File: src/rtl/acce_wb_pkg.sv
// Shared types and constants for the accelerator write-back DMA.
// Holds the FSM encoding, ICB constants and the word address helper.
package acce_wb_pkg;

   typedef enum logic [1:0] {
      ST_IDLE = 2'd0,
      ST_RUN  = 2'd1,
      ST_DONE = 2'd2
   } state_t;

   localparam logic [3:0]  ICB_WMASK_FULL = 4'hF;
   localparam int unsigned WORD_BYTES     = 4;

   // Byte address of word idx in the run; wraps modulo 2^32 by construction.
   function automatic logic [31:0] word_addr(input logic [31:0] base, input logic [31:0] idx);
      return base + idx * WORD_BYTES;
   endfunction

endpackage

File: src/rtl/acce_wb_fifo.sv
// Synchronous FIFO, DEPTH x W, with full/empty flags and a registered-array head.
// A word written in cycle N becomes visible on o_head from cycle N+1.
module acce_wb_fifo #(
   parameter int unsigned DEPTH = 8,
   parameter int unsigned W     = 32
) (
   input  logic         clk,
   input  logic         rst,
   input  logic         i_push,
   input  logic [W-1:0] i_wdata,
   input  logic         i_pop,
   output logic [W-1:0] o_head,
   output logic         o_full,
   output logic         o_empty
);

   localparam int unsigned AW = $clog2(DEPTH);

   logic [W-1:0] r_mem [DEPTH];
   logic [AW:0]  r_wr_ptr;
   logic [AW:0]  r_rd_ptr;
   logic         w_do_push;
   logic         w_do_pop;

   assign w_do_push = i_push && !o_full;
   assign w_do_pop  = i_pop && !o_empty;

   // NOTE: storage has no reset; only the pointers define which entries are valid.
   always_ff @(posedge clk) begin
      if (w_do_push) r_mem[r_wr_ptr[AW-1:0]] <= i_wdata;
   end

   // NOTE: sequential state uses non-blocking assignments so every register samples pre-edge values.
   always_ff @(posedge clk or posedge rst) begin
      if (rst) begin
         r_wr_ptr <= '0;
         r_rd_ptr <= '0;
      end else begin
         if (w_do_push) r_wr_ptr <= r_wr_ptr + (AW+1)'(1);
         if (w_do_pop)  r_rd_ptr <= r_rd_ptr + (AW+1)'(1);
      end
   end

   assign o_head  = r_mem[r_rd_ptr[AW-1:0]];
   assign o_empty = (r_wr_ptr == r_rd_ptr);
   assign o_full  = (r_wr_ptr[AW] != r_rd_ptr[AW]) && (r_wr_ptr[AW-1:0] == r_rd_ptr[AW-1:0]);

endmodule

File: src/rtl/acce_wb_dma.sv
// Write-back DMA: buffers accelerator results and drains them as ICB writes,
// pulsing done only after every issued write has been acknowledged.
module acce_wb_dma
   import acce_wb_pkg::*;
#(
   parameter int unsigned DEPTH    = 8,
   parameter int unsigned MAX_OUTS = 4,
   parameter int unsigned CNT_W    = 16
) (
   input  logic             clk,
   input  logic             rst,
   input  logic             start,
   input  logic [31:0]      base_addr,
   input  logic [CNT_W-1:0] result_num,
   input  logic [31:0]      data_i,
   input  logic             valid_i,
   output logic             ready_o,
   output logic             m_icb_cmd_valid,
   input  logic             m_icb_cmd_ready,
   output logic [31:0]      m_icb_cmd_addr,
   output logic             m_icb_cmd_read,
   output logic [31:0]      m_icb_cmd_wdata,
   output logic [3:0]       m_icb_cmd_wmask,
   input  logic             m_icb_rsp_valid,
   output logic             m_icb_rsp_ready,
   input  logic [31:0]      m_icb_rsp_rdata,
   input  logic             m_icb_rsp_err,
   output logic             busy,
   output logic             done,
   output logic             err
);

   localparam int unsigned       OUTS_W     = $clog2(MAX_OUTS + 1);
   localparam logic [OUTS_W-1:0] MAX_OUTS_C = OUTS_W'(MAX_OUTS);

   state_t            r_state;
   state_t            w_state_nxt;
   logic [31:0]       r_base_addr;
   logic [CNT_W-1:0]  r_num;
   logic [CNT_W-1:0]  r_pushed;
   logic [CNT_W-1:0]  r_issued;
   logic [OUTS_W-1:0] r_outs;
   logic              r_err;

   logic              w_start_go;
   logic              w_push;
   logic              w_pop;
   logic              w_rsp_take;
   logic              w_cmd_valid;
   logic              w_full;
   logic              w_empty;
   logic [31:0]       w_head;
   logic              w_unused;

   assign w_unused   = &{1'b0, m_icb_rsp_rdata};
   assign w_start_go = start && (r_state == ST_IDLE);
   assign w_push     = valid_i && ready_o;
   assign w_pop      = w_cmd_valid && m_icb_cmd_ready;
   // A response with nothing outstanding is spurious and must not underflow the counter.
   assign w_rsp_take = m_icb_rsp_valid && (r_outs != '0);

   acce_wb_fifo #(.DEPTH(DEPTH), .W(32)) u_fifo (
      .clk     (clk),
      .rst     (rst),
      .i_push  (w_push),
      .i_wdata (data_i),
      .i_pop   (w_pop),
      .o_head  (w_head),
      .o_full  (w_full),
      .o_empty (w_empty)
   );

   always_ff @(posedge clk or posedge rst) begin
      if (rst) r_state <= ST_IDLE;
      else     r_state <= w_state_nxt;
   end

   always_comb begin
      // NOTE: default assignment first so no path leaves the signal unassigned (no latch).
      w_state_nxt = r_state;
      case (r_state)
         ST_IDLE: if (start) w_state_nxt = ST_RUN;
         ST_RUN:  if ((r_issued == r_num) && (r_outs == '0)) w_state_nxt = ST_DONE;
         ST_DONE: w_state_nxt = ST_IDLE;
         default: w_state_nxt = ST_IDLE;
      endcase
   end

   always_comb begin
      busy        = 1'b0;
      done        = 1'b0;
      ready_o     = 1'b0;
      w_cmd_valid = 1'b0;
      case (r_state)
         ST_RUN: begin
            busy        = 1'b1;
            ready_o     = !w_full && (r_pushed < r_num);
            w_cmd_valid = !w_empty && (r_outs < MAX_OUTS_C);
         end
         ST_DONE: done = 1'b1;
         default: ;
      endcase
   end

   always_ff @(posedge clk or posedge rst) begin
      if (rst) begin
         r_base_addr <= '0;
         r_num       <= '0;
         r_pushed    <= '0;
         r_issued    <= '0;
         r_outs      <= '0;
         r_err       <= 1'b0;
      end else if (w_start_go) begin
         r_base_addr <= base_addr;
         r_num       <= result_num;
         r_pushed    <= '0;
         r_issued    <= '0;
         r_outs      <= '0;
         r_err       <= 1'b0;
      end else begin
         if (w_push) r_pushed <= r_pushed + CNT_W'(1);
         if (w_pop)  r_issued <= r_issued + CNT_W'(1);
         case ({w_pop, w_rsp_take})
            2'b10:   r_outs <= r_outs + OUTS_W'(1);
            2'b01:   r_outs <= r_outs - OUTS_W'(1);
            default: ;
         endcase
         if (w_rsp_take && m_icb_rsp_err) r_err <= 1'b1;
      end
   end

   // Address and data are zero whenever no command is offered, including out of reset.
   assign m_icb_cmd_valid = w_cmd_valid;
   assign m_icb_cmd_addr  = w_cmd_valid ? word_addr(r_base_addr, 32'(r_issued)) : '0;
   assign m_icb_cmd_wdata = w_cmd_valid ? w_head : '0;
   assign m_icb_cmd_read  = 1'b0;
   assign m_icb_cmd_wmask = ICB_WMASK_FULL;
   assign m_icb_rsp_ready = 1'b1;
   assign err             = r_err;

endmodule

File: config.mk
export PLATFORM = sky130hd
export DESIGN_NAME = acce_wb_dma
export DESIGN_NICKNAME = d
export VERILOG_FILES = /design/src/rtl/acce_wb_pkg.sv /design/src/rtl/acce_wb_fifo.sv /design/src/rtl/acce_wb_dma.sv
export SDC_FILE = /design/constraint.sdc
export NUM_CORES = 1
export LEC_CHECK = 0
export BUFFER_PORTS_ARGS = -buffer_cell sky130_fd_sc_hd__buf_2
export CAP_MARGIN = 30
export CORE_MARGIN = 10
export CORE_UTILIZATION = 59
export CTS_CLUSTER_SIZE = 16
export DETAILED_ROUTE_END_ITERATION = 10
export GPL_TIMING_DRIVEN = 1
export HOLD_SLACK_MARGIN = 0.15
export MAX_ROUTING_LAYER = met4
export PLACE_DENSITY_LB_ADDON = 0.15
export SLEW_MARGIN = 20
export SYNTH_ARGS = -nofsm -noshare
export SYNTH_HDL_FRONTEND = slang
export SYNTH_HIERARCHICAL = 1
export SYNTH_SLANG_ARGS = --single-unit
File: constraint.sdc
create_clock -name clk -period 16.45 [get_ports clk]
set_clock_uncertainty 0.2 [all_clocks]
set_input_delay 1.645 -clock clk [delete_from_list [all_inputs] [get_ports clk]]
set_output_delay 1.645 -clock clk [all_outputs]
set_load 0.02 [all_outputs]
After elaboration in Yosys (flattened, before gate mapping)
Memory sizes are Yosys's and may differ from the RTL's.
Cells that the tools add are included.
{"block": "totals", "mem_count": 1, "register_bits": 94, "out_inout_bits": 75, "in_bits": 119, "word_cells": 69, "mem_bits_rw": 256}
{"block": "op_classes", "n_reduce_logical": 21, "add_sub_neg": 7, "eq_ne": 10, "mux": 19, "n_lt_le_gt_ge": 2}
{"memory": "u_fifo.r_mem", "words": 8, "word_bits": 32, "read_ports": 1, "rd_clocked_by_memory_dff": 0, "write_ports": 1, "line_no": "acce_wb_fifo.sv:19", "text": "logic [W-1:0] r_mem [DEPTH];"}
{"cell": "$mux 16", "count": 4}
{"cell": "$mux 32", "count": 2}
{"cell": "$add 16x1->16 const B", "count": 2}
{"cell": "$add 32x18->32", "count": 1}
{"cell": "$eq 16x16->1", "count": 1}
{"cell": "$lt 16x16->1", "count": 1}
{"cell": "$logic_and 1x1->1", "count": 11}
{"cell": "$add 4x1->4 const B", "count": 2}
{"cell": "$mux 1", "count": 8}
{"cell": "$pmux 3 s2", "count": 1}
{"cell": "$reduce_bool 2->1", "count": 3}
{"cell": "$reduce_bool 3->1", "count": 2}
{"cell": "$eq 2x1->1 const B", "count": 2}
{"cell": "$eq 2x2->1 const B", "count": 2}
{"cell": "$eq 4x4->1", "count": 1}
{"cell": "$mux 2", "count": 2}
{"cell": "$ne 2x2->1 const B", "count": 2}
{"cell": "$pmux 2 s2", "count": 1}
{"cell": "$add 3x1->3 const B", "count": 1}
{"cell": "$eq 3x3->1", "count": 1}
{"cell": "$logic_not 3->1", "count": 1}
{"cell": "$lt 3x3->1 const B", "count": 1}
{"cell": "$mux 3", "count": 1}
{"cell": "$sub 3x1->3 const B", "count": 1}
{"cell": "4 further kinds", "count": 5}

Depth between registers and ports, before layout
{"block": "depth", "depth_word": 9, "ltp_mapped": 15, "ltp_nobuf": 13}

Modules after synthesis
The synthesis kept the hierarchy.
{"mod": "acce_wb_fifo", "n_inst": 1, "cells_per_inst": 431, "area_per_inst_um2": 10437.5, "seq_area_each_um2": 7887.6}
{"mod": "acce_wb_dma", "n_inst": 1, "cells_per_inst": 705, "area_per_inst_um2": 5734.2, "seq_area_each_um2": 2152.1}

Worst setup path before layout
OpenSTA, ideal clock, no wires.
{"block": "synth_path", "kind": "in2reg", "start": "input valid_i", "end": "memory u_fifo.r_mem[4][0] (enable)", "setup_slack_ns": 10.530, "stages": 6, "t_required_ns": 15.748, "arrival_time_ns": 5.218, "setup_ns": 0.502, "n_path_buf": 0, "path_cell_list": "inv_1 nor2_1 o21ai_2 clkinv_1 nand2_1 nor4_1"}
{"block": "synth_between", "elab_chain_cells": 4}
{"element": "from (decl)", "line_no": "acce_wb_dma.sv:16", "text": "input logic valid_i,"}
{"element": "$logic_and 1x1->1", "line_no": "acce_wb_dma.sv:57", "text": "assign w_push = valid_i && ready_o;"}
{"element": "named net w_push", "line_no": "acce_wb_dma.sv:46", "text": "logic w_push;"}
{"element": "$logic_and 1x1->1", "line_no": "acce_wb_fifo.sv:25", "text": "assign w_do_push = i_push && !o_full;"}
{"element": "$mux 1", "line_no": "acce_wb_fifo.sv:30", "text": "if (w_do_push) r_mem[r_wr_ptr[AW-1:0]] <= i_wdata;"}
{"element": "$mux 1 (not written as such)", "line_no": "acce_wb_fifo.sv:30"}
{"element": "to (decl)", "line_no": "acce_wb_fifo.sv:19"}
The timed path passes the listed nets, and every way through them passes these cells.

Worst setup path after layout
{"block": "layout_path", "start": "register u_fifo.r_rd_ptr[1]", "end": "output m_icb_cmd_addr[21]"}
{"block": "layout_between", "elab_chain_cells": 5}
{"element": "from (decl)", "line_no": "acce_wb_fifo.sv:21", "text": "logic [AW:0] r_rd_ptr;"}
{"element": "from (signal assigned)", "line_no": "acce_wb_fifo.sv:40", "text": "if (w_do_pop) r_rd_ptr <= r_rd_ptr + (AW+1)'(1);"}
{"element": "$eq 4x4->1", "line_no": "acce_wb_fifo.sv:45", "text": "assign o_empty = (r_wr_ptr == r_rd_ptr);"}
{"element": "named net w_empty", "line_no": "acce_wb_dma.sv:51", "text": "logic w_empty;"}
{"element": "$logic_not 1->1", "line_no": "acce_wb_dma.sv:98", "text": "w_cmd_valid = !w_empty && (r_outs < MAX_OUTS_C);"}
{"element": "$logic_and 1x1->1", "line_no": "acce_wb_dma.sv:98"}
{"element": "$mux 1", "line_no": "acce_wb_dma.sv:94", "text": "case (r_state)"}
{"element": "$mux 32", "line_no": "acce_wb_dma.sv:134", "text": "assign m_icb_cmd_addr = w_cmd_valid ? word_addr(r_base_addr, 32'(r_issued)) : '0;"}
{"element": "to (decl)", "line_no": "acce_wb_dma.sv:20", "text": "output logic [31:0] m_icb_cmd_addr,"}
The timed path passes the listed nets, and every way through them passes these cells.

==> results.toml <==
[status]
run_status = "complete, no violations"

[sta]
period_minus_slack_ps = 5970
finalHoldViolCount = 0
achievable-frequency_mhz = 167
slew-limit-headroom_pct = 37.3
final.period_utilization_pct = 36.3
worst_pin_slew_ps = 941
setup-tns-final_ps = 0
finalSetupViolations = 0
setup_repair_after_global_routing_missed_its_margin = "no"
final-max-slew-violation-count = 0

[power]
finalPower_mw = 2.96
p_per_area_mw_per_mm2 = 160
vdd.ir_drop.worst_mv = 0.129
leak_pwr_nw = 7.44

[finish]
area_delta_synth_final_pct = 14.6
final-seq-area_sq_mm = 0.0100
fill_cells = 1879
final_nets = 1455
multiInputGateArea_sq_mm = 0.00575
drive_above_1_share_pct = 25.2

[yosys]
ys_ff_latch = 350
syn_inst = 1136
asyncSetResetFlopFracSynth_pct = 26.9
post-synth-top-count-cell = "edfxtp_1"
post-synth-top-area-cell = "edfxtp_1"
top_area_cell_type_share_of_the_netlist_area_pct = 47.5
syn-cell-area_sq_mm = 0.0162
synth_seq_area_share_pct = 62.1
netlist_top_cells_count = "256 x edfxtp_1, 153 x nand2_1, 94 x dfrtp_1"
synth_top_flop_cell = "edfxtp_1"
yosys-top-cells-area = "edfxtp_1 48%, dfrtp_1 15%, mux4_2 6.3%"
synth.avg_cell_area_sq_um = 14.2
synth_edf_count = 256
synth_cell_types = 66
synth.yosys.warnings = 6

[worst_setup_path]
category_of_the_worst_setup_path_capture_point = "output pin"
worstRegToRegCells = 13
critPathMaxFanout = 69
start_kind = "flop"
setup.reg_to_reg.worst_slack_ps = 11510
r2r-end = "u_fifo/r_mem[1][24]$_DFFE_PP_"
worst_r2r_startpoint = "u_fifo/r_rd_ptr[1]$_DFFE_PP0P_"
criticalPathCategory = "flop to output pin"
worst-endpoint-required_ps = 14600
critical_path_arrival_ps = 4130

[place]
dpl.hpwl_mm = 22.1
gp_congestion = 0.844
number_of_buffers_inserted_by_port_buffering = 155

[global_route]
first_global_vias = 9908
grt.met2_usage_pct = 34.9
antenna_found_initial = 5
gr-usage-met3_pct = 3.76
grt_use_met1_pct = 25.7
globalRoute.totalOverflow = 0
busiest_layer = "met2"
grt_use_total_pct = 20.7
grt_first_pass_wirelength_mm = 54.5
grt_max_degree = 92

[clocking]
post_cts_resized = 0
cts_setup_buffers = 0
clock_path_buffers = 3
cts-hold-fix-buffers = 0
cts.root.buffer_cell = "clkbuf_16"
htree_levels = 2
tritoncts = "yes"
clk_pin_slew_ps = 60
later_pin_clock_latency_in_the_skew_report_ps = 520
tritoncts.num_buffers = 37
clock_sinks = 350

[hold_path]
timing.hold.worst_endpoint = "r_base_addr[0]$_DFFE_PP0P_"
hold_path_startpoint = "r_base_addr[0]$_DFFE_PP0P_"
hold-path-cell-count = 2
hold_wc_path_type = "flop to flop"

[floorplan]
design.core.area_sq_mm = 0.0270
die_width_um = 186
chipHeight_um = 186
area_of_the_die_sq_mm = 0.0344
top_level_ports = 194
floorplan.rows = 60
initial_core_util_pct = 60.0

[routing]
wl_per_cell_um = 20.5
drt-total-wl_mm = 34.3
drc = 0
first_pass_iters = 5
dr_vias = 9665
route.antenna.remaining_nets = 0
first_iter_violations = 619
vias_per_cell = 5.77

[flow_run]
timing.max_cap.violations = 0
metrics by stage:
step           utilization (%)  hold slack [ps]  cells  area, sq um  setup slack (ps)
2_1_floorplan                -              237   1140        16200             10530
3_3_place_gp              63.9              251   1596        17200             10750
3_5_place_dp              64.1              263   1599        17300             10640
4_1_cts                   68.6              276   1667        18500             10060
5_1_grt                   68.8              301   1674        18500             10170
6_report                  68.8              279   1675        18500             10480
critical path, cell delays in order, from the launching register on:
cell and delay (ps):
dfrtp_2 330, buf_4 730, xor2_2 470, or3_1 240, nor2_1 60, or3_1 570
inv_2 650, nand2_1 110, mux2i_1 220, buf_2 210
sequential cells by signal (all words and copies together), names as in the netlist:
name             flops
u_fifo/r_rd_ptr      4
r_issued            16
r_pushed            16
r_base_addr         32
r_num               16
u_fifo/r_wr_ptr      4
u_fifo/r_mem       256
r_state              2
r_outs               3
err                  1
area by class of cell:
class	instances	share of cell area, %
Sequential cell	350	54.2
Multi-Input combinational cell	703	31.0
Clock buffer	55	5.80
Timing Repair Buffer	175	5.21
Tap cell	341	2.30
Clock inverter	13	0.769
Inverter	32	0.655
Antenna cell	6	0.0810
logic make-up after synthesis:
| group | count (synthesis) | share of synthesized area [%] |
|---|---|---|
| AOI/OAI and AO/OA | 124 | 5.08 |
| xor gates and xnor gates | 63 | 3.55 |
| adders and majority gates | 37 | 2.96 |
| buffers and inverters | 87 | 2.81 |
| DFF | 350 | 62.1 |
| muxes | 102 | 12.6 |
| other | 2 | 0.0464 |
| and+or+nand+nor | 371 | 10.9 |
report_power, final:
| part | total (mW) | switching, mW | internal (mW) |
|---|---|---|---|
| logic | 0.976 | 0.544 | 0.431 |
| clock network | 0.820 | 0.332 | 0.488 |
| registers | 1.17 | 0.0785 | 1.09 |
| total | 2.96 | 0.955 | 2.01 |
cell usage in the layout, fill, tap and decap left out, drive strengths merged, types with 7 or more instances in the layout:
cell type,instances
and3,9
nand2,154
a211oi,7
nor2b,8
ha,35
nor2,66
mux4,64
a21o,9
nand2b,9
nor3,17
buf,174
edfxtp,256
nand4,17
clkbuf,56
inv,30
or3,7
xnor2,25
nand3,23
xor2,38
mux2,34
o21ai,39
and2,41
dfrtp,94
a21oi,32
clkinv,11
metal layers:
layer  up-vias  part of all wire, %  routed length, um
li1       4563                    -                  -
met3        42                  5.4               1850
met5         -                    0                  0
met1      4825                   43              14600
met2       235                   51              17400
met4         0                  1.4                476
worst max-delay path by stage:
| stage | cells after the start | from | end |
|---|---|---|---|
| 2_1_floorplan | 6 | valid_i | u_fifo/r_mem[4][0]$_DFFE_PP_ |
| 3_3_place_gp | 8 | u_fifo/r_rd_ptr[1]$_DFFE_PP0P_ | m_icb_cmd_addr[3] |
| 3_5_place_dp | 9 | u_fifo/r_rd_ptr[1]$_DFFE_PP0P_ | m_icb_cmd_addr[7] |
| 4_1_cts | 9 | u_fifo/r_rd_ptr[1]$_DFFE_PP0P_ | m_icb_cmd_addr[7] |
| 5_1_grt | 9 | u_fifo/r_rd_ptr[1]$_DFFE_PP0P_ | m_icb_cmd_addr[21] |
| 6_report | 9 | u_fifo/r_rd_ptr[1]$_DFFE_PP0P_ | m_icb_cmd_addr[21] |
Power figures use the tool's default switching activity.
